==> config.mk <==
export PLATFORM = sky130hd
export DESIGN_NAME = cpu_boot_sequencer_flat
export DESIGN_NICKNAME = d
export VERILOG_FILES = /design/src/rtl/cpu_boot_sequencer_if.sv /design/src/rtl/cpu_boot_sequencer.sv /design/src/flat_wrapper.sv
export SDC_FILE = /design/constraint.sdc
export NUM_CORES = 1
export LEC_CHECK = 0
export CAP_MARGIN = 5
export CORE_ASPECT_RATIO = 1.25
export CORE_UTILIZATION = 55
export DETAILED_ROUTE_END_ITERATION = 12
export GPL_ROUTABILITY_DRIVEN = 0
export MAX_ROUTING_LAYER = met4
export PLACE_DENSITY = 0.9
export SYNTH_ARGS = -nofsm -noshare
export SYNTH_HDL_FRONTEND = slang
export SYNTH_SLANG_ARGS = --single-unit
==> constraint.sdc <==
create_clock -name clk -period 3.9 [get_ports clk]
set_input_delay 0.78 -clock clk [delete_from_list [all_inputs] [get_ports clk]]
set_output_delay 0.78 -clock clk [all_outputs]
set_load 0.02 [all_outputs]
==> src/rtl/cpu_boot_sequencer_if.sv <==
// Host byte channel plus CPU load/reset port of the boot sequencer.
// master = host/testbench side, slave = sequencer side.
interface cpu_boot_sequencer_if;
    logic       in_valid;
    logic [7:0] in_data;
    logic       in_ready;
    logic       cpu_reset;
    logic [7:0] cpu_input;
    logic [4:0] load_address;
    logic       load;
    logic       is_instruction;

    modport master (
        output in_valid, in_data,
        input  in_ready, cpu_reset, cpu_input,
        input  load_address, load, is_instruction
    );

    modport slave (
        input  in_valid, in_data,
        output in_ready, cpu_reset, cpu_input,
        output load_address, load, is_instruction
    );
endinterface

==> src/rtl/cpu_boot_sequencer.sv <==
// Framed byte-stream loader and run controller for the 8-bit CPU.
// Loads IMEM/DMEM with the CPU parked, then runs it for run_len cycles.
module cpu_boot_sequencer #(
    parameter int IMEM_DEPTH = 32,
    parameter int DMEM_DEPTH = 16
) (
    input  logic clk,
    input  logic reset,
    input  logic start,
    input  logic abort,
    cpu_boot_sequencer_if.slave bus,
    output logic busy,
    output logic done,
    output logic error
);

    typedef enum logic [3:0] {
        IDLE, HDR_I, HDR_D, HDR_R, LOAD_I,
        LOAD_D, SETTLE, RUN, DONE, ERROR
    } state_t;

    state_t     state, nxt;
    logic [5:0] n_instr;
    logic [4:0] n_data;
    logic [7:0] run_len;
    logic [7:0] run_cnt;
    logic [4:0] addr;
    logic       xfer, kill, busy_st;
    logic       last_i, last_d;

    always_comb begin
        xfer    = bus.in_valid & bus.in_ready;
        busy_st = (state != IDLE) && (state != DONE)
                  && (state != ERROR);
        kill    = abort & busy_st;
        last_i  = ({1'b0, addr} == (n_instr - 6'd1));
        last_d  = (addr == (n_data - 5'd1));
        nxt     = state;
        unique case (state)
            IDLE, DONE, ERROR:
                if (start && !abort) nxt = HDR_I;
            HDR_I:
                if (xfer) begin
                    if (bus.in_data == 8'd0 ||
                        bus.in_data > 8'(IMEM_DEPTH))
                        nxt = ERROR;
                    else
                        nxt = HDR_D;
                end
            HDR_D:
                if (xfer)
                    nxt = (bus.in_data > 8'(DMEM_DEPTH))
                          ? ERROR : HDR_R;
            HDR_R:
                if (xfer) nxt = LOAD_I;
            LOAD_I:
                if (xfer && last_i)
                    nxt = (n_data == 5'd0) ? SETTLE : LOAD_D;
            LOAD_D:
                if (xfer && last_d) nxt = SETTLE;
            SETTLE:
                nxt = RUN;
            RUN:
                if (run_cnt == 8'd1) nxt = DONE;
            default:
                nxt = IDLE;
        endcase
        if (kill) nxt = IDLE;
    end

    always_ff @(posedge clk) begin
        if (reset) begin
            state              <= IDLE;
            bus.in_ready       <= 1'b0;
            bus.cpu_reset      <= 1'b1;
            bus.load           <= 1'b0;
            bus.cpu_input      <= 8'd0;
            bus.load_address   <= 5'd0;
            bus.is_instruction <= 1'b0;
            busy               <= 1'b0;
            done               <= 1'b0;
            error              <= 1'b0;
            n_instr            <= 6'd0;
            n_data             <= 5'd0;
            run_len            <= 8'd0;
            run_cnt            <= 8'd0;
            addr               <= 5'd0;
        end else begin
            state         <= nxt;
            bus.in_ready  <= (nxt == HDR_I) || (nxt == HDR_D)
                             || (nxt == HDR_R) || (nxt == LOAD_I)
                             || (nxt == LOAD_D);
            bus.cpu_reset <= (nxt != RUN);
            busy          <= (nxt != IDLE) && (nxt != DONE)
                             && (nxt != ERROR);
            done          <= (nxt == DONE);
            error         <= (nxt == ERROR);
            bus.load      <= 1'b0;

            if (xfer && !kill) begin
                unique case (state)
                    HDR_I: n_instr <= bus.in_data[5:0];
                    HDR_D: n_data  <= bus.in_data[4:0];
                    HDR_R: begin
                        run_len <= bus.in_data;
                        addr    <= 5'd0;
                    end
                    LOAD_I: begin
                        bus.load           <= 1'b1;
                        bus.cpu_input      <= bus.in_data;
                        bus.load_address   <= addr;
                        bus.is_instruction <= 1'b1;
                        addr <= last_i ? 5'd0 : addr + 5'd1;
                    end
                    LOAD_D: begin
                        bus.load           <= 1'b1;
                        bus.cpu_input      <= bus.in_data;
                        bus.load_address   <= {1'b0, addr[3:0]};
                        bus.is_instruction <= 1'b0;
                        addr <= addr + 5'd1;
                    end
                    default: ;
                endcase
            end

            // run_len of 0 decrements through 255..1, giving 256 cycles
            if (state == SETTLE)
                run_cnt <= run_len;
            else if (state == RUN)
                run_cnt <= run_cnt - 8'd1;

            if (kill) begin
                n_instr <= 6'd0;
                n_data  <= 5'd0;
                run_len <= 8'd0;
                run_cnt <= 8'd0;
                addr    <= 5'd0;
            end
        end
    end

endmodule

==> src/flat_wrapper.sv <==
// flat-port wrapper written by rule: the top's interface ports become plain ports
module cpu_boot_sequencer_flat 
#(
    parameter int IMEM_DEPTH = 32,
    parameter int DMEM_DEPTH = 16
)
  (clk, reset, start, abort, busy, done, error, bus_in_valid, bus_in_data, bus_in_ready, bus_cpu_reset, bus_cpu_input, bus_load_address, bus_load, bus_is_instruction);
  cpu_boot_sequencer_if bus_i ();
  input  logic clk;
  input  logic reset;
  input  logic start;
  input  logic abort;
  output logic busy;
  output logic done;
  output logic error;
  input wire logic [$bits(bus_i.in_valid)-1:0] bus_in_valid;
  input wire logic [$bits(bus_i.in_data)-1:0] bus_in_data;
  output wire logic [$bits(bus_i.in_ready)-1:0] bus_in_ready;
  output wire logic [$bits(bus_i.cpu_reset)-1:0] bus_cpu_reset;
  output wire logic [$bits(bus_i.cpu_input)-1:0] bus_cpu_input;
  output wire logic [$bits(bus_i.load_address)-1:0] bus_load_address;
  output wire logic [$bits(bus_i.load)-1:0] bus_load;
  output wire logic [$bits(bus_i.is_instruction)-1:0] bus_is_instruction;
  assign bus_i.in_valid = bus_in_valid;
  assign bus_i.in_data = bus_in_data;
  assign bus_in_ready = bus_i.in_ready;
  assign bus_cpu_reset = bus_i.cpu_reset;
  assign bus_cpu_input = bus_i.cpu_input;
  assign bus_load_address = bus_i.load_address;
  assign bus_load = bus_i.load;
  assign bus_is_instruction = bus_i.is_instruction;
  cpu_boot_sequencer #(.IMEM_DEPTH(IMEM_DEPTH), .DMEM_DEPTH(DMEM_DEPTH)) u_core (.clk(clk), .reset(reset), .start(start), .abort(abort), .bus(bus_i), .busy(busy), .done(done), .error(error));
endmodule
==> impl_results.md, run 1 <==
- Clk Latency, worst-skew pair: 0.31 ns
- Count of TritonRoute iterations in the first routing pass: 7
- Unrepaired setup endpoints after global routing: no
- Post-route DRC: 0
- YS warnings: 0
- Post-route antenna net violation count: 0
- Number of sinks on the clock net: 56
- Setup Fix Bufs, Post-CTS: 0
- Transition time at the pin with the least slew margin: 0.9773 ns
- Pre-CTS setup slack: 0.7311 ns
- Compound-cell area share of the yosys netlist: 15.08%
- Pin count of the biggest net entering global routing: 24
- Number of gates resized after cts: 0
- Mean Syn Cell Area: 8.296 sq um
- Die Ht: 81.83 um
- Number of inserted filler cells in the final layout: 381
- Number of placed I/O pins: 33
- Biggest area consumer among synthesized cells: sky130_fd_sc_hd__dfxtp_1
- Number of buffers between clock root and the deepest sink: 2
- Clock transition at path regs: 0.10 ns
- Number of buffer and inverter instances along the worst setup path: 1
- Slowest stage cell on the critical path: sky130_fd_sc_hd__or4_4
- Instance count of the mapped netlist: 338
- Timing-limited maximum frequency: 0.3453 GHz
- Total congestion overflow after global routing: 0
- Share of synthesized registers carrying an async set or reset: 0%
- Number of clock buffers inserted by TritonCTS: 5
- Proportion of layout cells with a drive suffix above 1: 7.357%
- Main combinational cell family by area after synthesis: simple AND/OR/NAND/NOR gates
- Netlist area before placement: 2804 sq um
- Die area: 5389 sq um
- Count of endpoints failing hold in the final timing report: 0
- Post-synthesis to final-layout area growth: 15.22%
- Clock root cell: sky130_fd_sc_hd__clkbuf_8
- Cell breakdown of the critical path: clkdlybuf4s50_1 -> or4_4 -> a2111oi_2 -> nor2_1 -> o22a_2 -> o211ai_1 -> o31ai_2 -> a211oi_2
- Dominant cell by count in the synthesized netlist: sky130_fd_sc_hd__nor2_1
- Overall via count from detail_route: 2540
- IR Drop Worst-Case VDD: 0.2388 mV
- Required time of the critical path: 4.14 ns
- Post-synth EDFFs: 0
- Maximum single-stage delay on the critical path: 0.59 ns
- Final-report max-slew violation count: 0
- Placeable core area: 4835 sq um
- Number of hold-repair buffers added at the cts stage: 0
- Path type of the worst min-delay path: flop to flop
- Total routed wirelength: 6.662 mm
- Endpoint type of the worst setup path: flop
- Final #Nets: 384
- XOR/XNOR Fraction of Synth Area: 5.622%
- Sequential fraction of the synthesis area: 39.98%
- Starting DRT DRC Count: 128
- Proportion of netlist area held by the largest area contributor: 39.98%
- Count of input and output buffers: 32
- Simple-gate share of the synthesized area: 24.77%
- Worst slew margin relative to its limit: 34.35%
- Detail Placement HPWL: 4.774 mm
- Category of the critical setup timing path: primary input to flop
- Wire length per cell after detailed routing: 15.60 um
- Cell leakage power: 1.179 nW
- Antenna violations before repair: 0
- Startpoint type of the worst setup path: primary input
- Power density relative to cell area: 311.1 nW/um^2
- Cell family with most CP delay: compound AO/OA/AOI/OAI gates
- Critical path arrival: 3.13 ns
- Unique cell type count in the Yosys netlist: 57
- Adder-cell share of the synthesized area: 2.231%
- Multiplexer fraction of the synthesized cell area: 6.783%
- Period minus WS final: 2.896 ns
- Layout Skew: 0.007086 ns
- Setup TNS: 0 ns
- Number of antenna diodes: 0
- Outcome: finished, final reports clean
- Total global-route track usage: 27.97%
- Most used DFF post-synth: sky130_fd_sc_hd__dfxtp_1
- Maximum Capacitance Violations: 0
- Number of placement rows: 28
- Ratio of routed vias to standard cells: 5.948
- Ranking of synthesized cells by area: sky130_fd_sc_hd__dfxtp_1 40%, sky130_fd_sc_hd__nor2_1 7.6%, sky130_fd_sc_hd__mux2i_1 6.8%
- Number of storage elements in the synthesis netlist: 56
- Total setup violations reported at the end of the flow: 0
- Initial core utilization: 58.00%
- Post-Syn Nets: 356
- Top fanout value on the critical path: 5
- First-pass GRT wire length: 11.07 mm
- Clock H-tree levels: 2
- Setup slack of the critical path after layout: 1.004 ns
- DIE WIDTH: 65.86 um
- Fraction of the cycle the final worst path needs: 74.25%
- Vias in the first global route: 2380
- Share of the core filled with cells: 66.82%
- Clock tree from TritonCTS: yes
- Top cells by instance count after synthesis: 57 x sky130_fd_sc_hd__nor2_1, 56 x sky130_fd_sc_hd__dfxtp_1, 46 x sky130_fd_sc_hd__nand2_1
==> layout make-up <==
class | instances | area [sq um] | area share (%)
well taps | 60 | 75.07 | 2.324
flip-flops and latches | 56 | 1121 | 34.70
inverters | 11 | 41.29 | 1.278
repair buffers | 38 | 365.4 | 11.31
clock buffers | 6 | 82.58 | 2.556
clock inverters | 2 | 17.52 | 0.5422
multi-input cells | 254 | 1528 | 47.29
==> cell families after synthesis <==
| group | after synthesis |
|---|---|
| adders and majority gates | 5 |
| and+or+nand+nor | 148 |
| AOI/OAI and AO/OA | 64 |
| buffers and inverters | 28 |
| muxes | 19 |
| DFF | 56 |
| xor gates and xnor gates | 18 |
==> stage by stage <==
| step | hold WS, ns | std cells | total power [mW] | instance area (sq um) |
|---|---|---|---|---|
| finish | 0.4640 | 427 | 1.005 | 3231 |
| CTS | 0.4665 | 427 | 1.009 | 3231 |
| global placement | 0.4427 | 419 | 0.6675 | 3131 |
| global route | 0.4850 | 427 | 1.038 | 3231 |
| detailed placement | 0.4485 | 419 | 0.6697 | 3131 |
| floorplan | 0.4547 | 338 | 0.6384 | 2804 |
==> power by group <==
group	switching [mW]	internal, mW	total (mW)
sequential	0.00213	0.575	0.577
combinational	0.0505	0.0312	0.0817
clock	0.197	0.149	0.347
==> worst register-to-register path, delay by kind of cell (launching register included) <==
family	cells	cell delay (ns)
xor+xnor	1	0.13
compound gates	3	0.56
simple gates	3	0.89
buf+inv	1	0.07
flops	1	0.42
fa+ha+maj	1	0.30
==> worst paths after layout <==
kind	from	slack, ns	endpoint	cells past startpoint
worst max-delay path	bus_in_data[0]	1.00	u_core.bus.in_ready	8
worst min-delay path	u_core.bus.load_address[0]	0.46	u_core.bus.load_address[0]	2
worst max register to register	u_core.n_instr[0]	1.46	u_core.bus.in_ready	9
worst min register to register	u_core.bus.load_address[0]	0.46	u_core.bus.load_address[0]	2
==> state kept, by name, indices dropped and copies added (netlist names), 4 cells and up <==
register / count
u_core.run_len: 8
u_core.addr: 5
u_core.n_instr: 6
u_core.bus.load_address: 5
u_core.n_data: 5
u_core.run_cnt: 8
u_core.bus.cpu_input: 8
u_core.state: 4
==> placed cells by master, fill, tap and decap left out, types with 7 or more instances in the layout <==
| master | count |
|---|---|
| sky130_fd_sc_hd__nor2_1 | 57 |
| sky130_fd_sc_hd__o21ai_0 | 8 |
| sky130_fd_sc_hd__clkdlybuf4s50_1 | 32 |
| sky130_fd_sc_hd__nand2_1 | 46 |
| sky130_fd_sc_hd__a21oi_1 | 29 |
| sky130_fd_sc_hd__mux2i_1 | 19 |
| sky130_fd_sc_hd__xnor2_1 | 11 |
| sky130_fd_sc_hd__xor2_1 | 7 |
| sky130_fd_sc_hd__inv_1 | 9 |
| sky130_fd_sc_hd__dfxtp_1 | 56 |
==> layer usage <==
| layer | vias to the layer above | share of wire, % | track usage [%] |
|---|---|---|---|
| met1 | 1199 | 42 | 32.79 |
| met4 | 0 | 1.4 | 9.565 |
| met5 | - | 0 | - |
| li1 | 1228 | - | - |
| met2 | 100 | 50 | 48.27 |
| met3 | 13 | 6.2 | 4.306 |
No activity file was read; power rests on OpenSTA's default activity.
==> inputs of run 2 (changes only) <==
Clock period 3.9 ns to 2.98 ns, I/O delays scaled along.
==> impl_results.md, run 2 (same netlist as run 1, synthesis figures left out) <==
- Endpoint type of the worst setup path: flop
- Overall via count from detail_route: 2539
- Category of the critical setup timing path: primary input to flop
- Worst slew margin relative to its limit: 65.14%
- Count of endpoints failing hold in the final timing report: 0
- Ratio of routed vias to standard cells: 5.864
- Clock transition at path regs: 0.09 ns
- Timing-limited maximum frequency: 0.3728 GHz
- Slowest stage cell on the critical path: sky130_fd_sc_hd__or4_4
- Number of antenna diodes: 0
- Clock power share: 36.0%
- Most frequent cells in the layout: 57 x sky130_fd_sc_hd__nor2_1, 56 x sky130_fd_sc_hd__dfxtp_1, 46 x sky130_fd_sc_hd__nand2_1
- Placeable core area: 4835 sq um
- Cell leakage power: 1.211 nW
- Wire length per cell after detailed routing: 15.30 um
- Transition time at the pin with the least slew margin: 0.5229 ns
- Total congestion overflow after global routing: 0
- Clock H-tree levels: 2
- Total global-route track usage: 27.33%
- Required time of the critical path: 3.20 ns
- Path type of the worst min-delay path: flop to flop
- Final-report max-slew violation count: 0
- Detail Placement HPWL: 4.879 mm
- Final #Nets: 390
- Number of gates resized after cts: 0
- Clock root cell: sky130_fd_sc_hd__clkbuf_8
- DIE WIDTH: 65.86 um
- Vias in the first global route: 2290
- Number of placed I/O pins: 33
- Setup Fix Bufs, Post-CTS: 0
- Number of sinks on the clock net: 56
- Number of hold-repair buffers added at the cts stage: 0
- Cell breakdown of the critical path: clkdlybuf4s50_1 -> or4_4 -> o21ai_1 -> nand3_1 -> o2111ai_1 -> o2111ai_2 -> or2_2 -> a211oi_2
- Number of placement rows: 28
- Antenna violations before repair: 0
- Pin count of the biggest net entering global routing: 21
- Starting DRT DRC Count: 237
- Startpoint type of the worst setup path: primary input
- Post-route DRC: 0
- Fraction of the cycle the final worst path needs: 90.02%
- Total setup violations reported at the end of the flow: 0
- Setup TNS: 0 ns
- Die Ht: 81.83 um
- Number of buffers between clock root and the deepest sink: 2
- Unrepaired setup endpoints after global routing: no
- Power density relative to cell area: 412.8 nW/um^2
- Most common cell after layout, fill and taps aside: sky130_fd_sc_hd__nor2_1
- Period minus WS final: 2.683 ns
- Count of input and output buffers: 32
- First-pass GRT wire length: 10.81 mm
- Proportion of layout cells with a drive suffix above 1: 8.579%
- Cell-internal power: 1.047 mW
- Critical path origin: bus_in_data[0]
- Number of clock buffers inserted by TritonCTS: 5
- Hold Worst Slack: 0.4567 ns
- Maximum single-stage delay on the critical path: 0.57 ns
- Top fanout value on the critical path: 4
- Combinational group share of total power: 8.2%
- Initial core utilization: 58.00%
- Worst Min Path Start: u_core.bus.cpu_input[1]
- Die area: 5389 sq um
- Net switching share of the total power: 22.75%
- Outcome: finished, final reports clean
- Clk Latency, worst-skew pair: 0.31 ns
- Critical path arrival: 2.90 ns
- Post-route antenna net violation count: 0
- Layout Skew: 0.009689 ns
- Switching component of the power: 0.3084 mW
- Post-synthesis to final-layout area growth: 17.09%
- IR Drop Worst-Case VDD: 0.3437 mV
- Total routed wirelength: 6.624 mm
- Leading registers by flop count: u_core.bus.cpu_input (8), u_core.run_cnt (8), u_core.run_len (8)
- Clock tree from TritonCTS: yes
- R2R Path Start: u_core.n_instr[0]
- Count of TritonRoute iterations in the first routing pass: 4
- Maximum Capacitance Violations: 0
- Proportion of power drawn by flip-flops and latches: 55.8%
==> run 2: cell count changes in the layout (fill, tap and decap cells not counted), sizes merged <==
cell,change
buf,+6
bufinv,+1
clkinv,+1
inv,-2
==> run 2: per-layer routing <==
metal	GRT usage [%]	wire (um)	up-vias
met3	4.444	347	15
met5	-	0	-
met1	32.44	2762	1191
met4	10.22	149	0
li1	-	-	1236
met2	46.12	3365	97
==> run 2: stage by stage <==
stage                     cell area [sq um]  setup slack, ns  instances  power [mW]  utilization (%)
after floorplan                        2804           0.6809        338      0.8355                -
after global placement                 3176           0.1115        425      0.8799            65.68
after detailed placement               3176          0.02990        425      0.8823            65.68
after CTS                              3283           0.3311        433       1.361            67.91
after global routing                   3283           0.2110        433       1.405            67.91
final                                  3283           0.2973        433       1.355            67.91
==> run 2: final cells by class <==
class,instances,area (sq um)
fillers,375,1551
multi-input cells,254,1528
flip-flops and latches,56,1121
repair buffers,44,410.4
well taps,60,75.07
clock buffers,6,72.57
inverters,11,41.29
clock inverters,2,35.03
==> run 2: worst paths after layout <==
kind	to	slack [ns]	depth (start not counted)
min reg2reg	u_core.bus.cpu_input[1]	0.46	2
min	u_core.bus.cpu_input[1]	0.46	2
max reg2reg	u_core.bus.in_ready	0.51	9
max	u_core.bus.in_ready	0.30	8
==> run 2: power groups by stage <==
stage / Sequential, mW / Combinational [mW] / Clock, mW
after floorplan: 0.776 / 0.0596 / 0
after global placement: 0.774 / 0.106 / 0
after detailed placement: 0.774 / 0.108 / 0
after CTS: 0.757 / 0.109 / 0.495
after global routing: 0.758 / 0.119 / 0.528
final: 0.757 / 0.111 / 0.488
==> run 2: worst max-delay path: cells and delay by family <==
family                 cells  cell delay (ns)
buffers and inverters      1             0.45
AOI/OAI and AO/OA          4             0.78
and+or+nand+nor            3             1.07
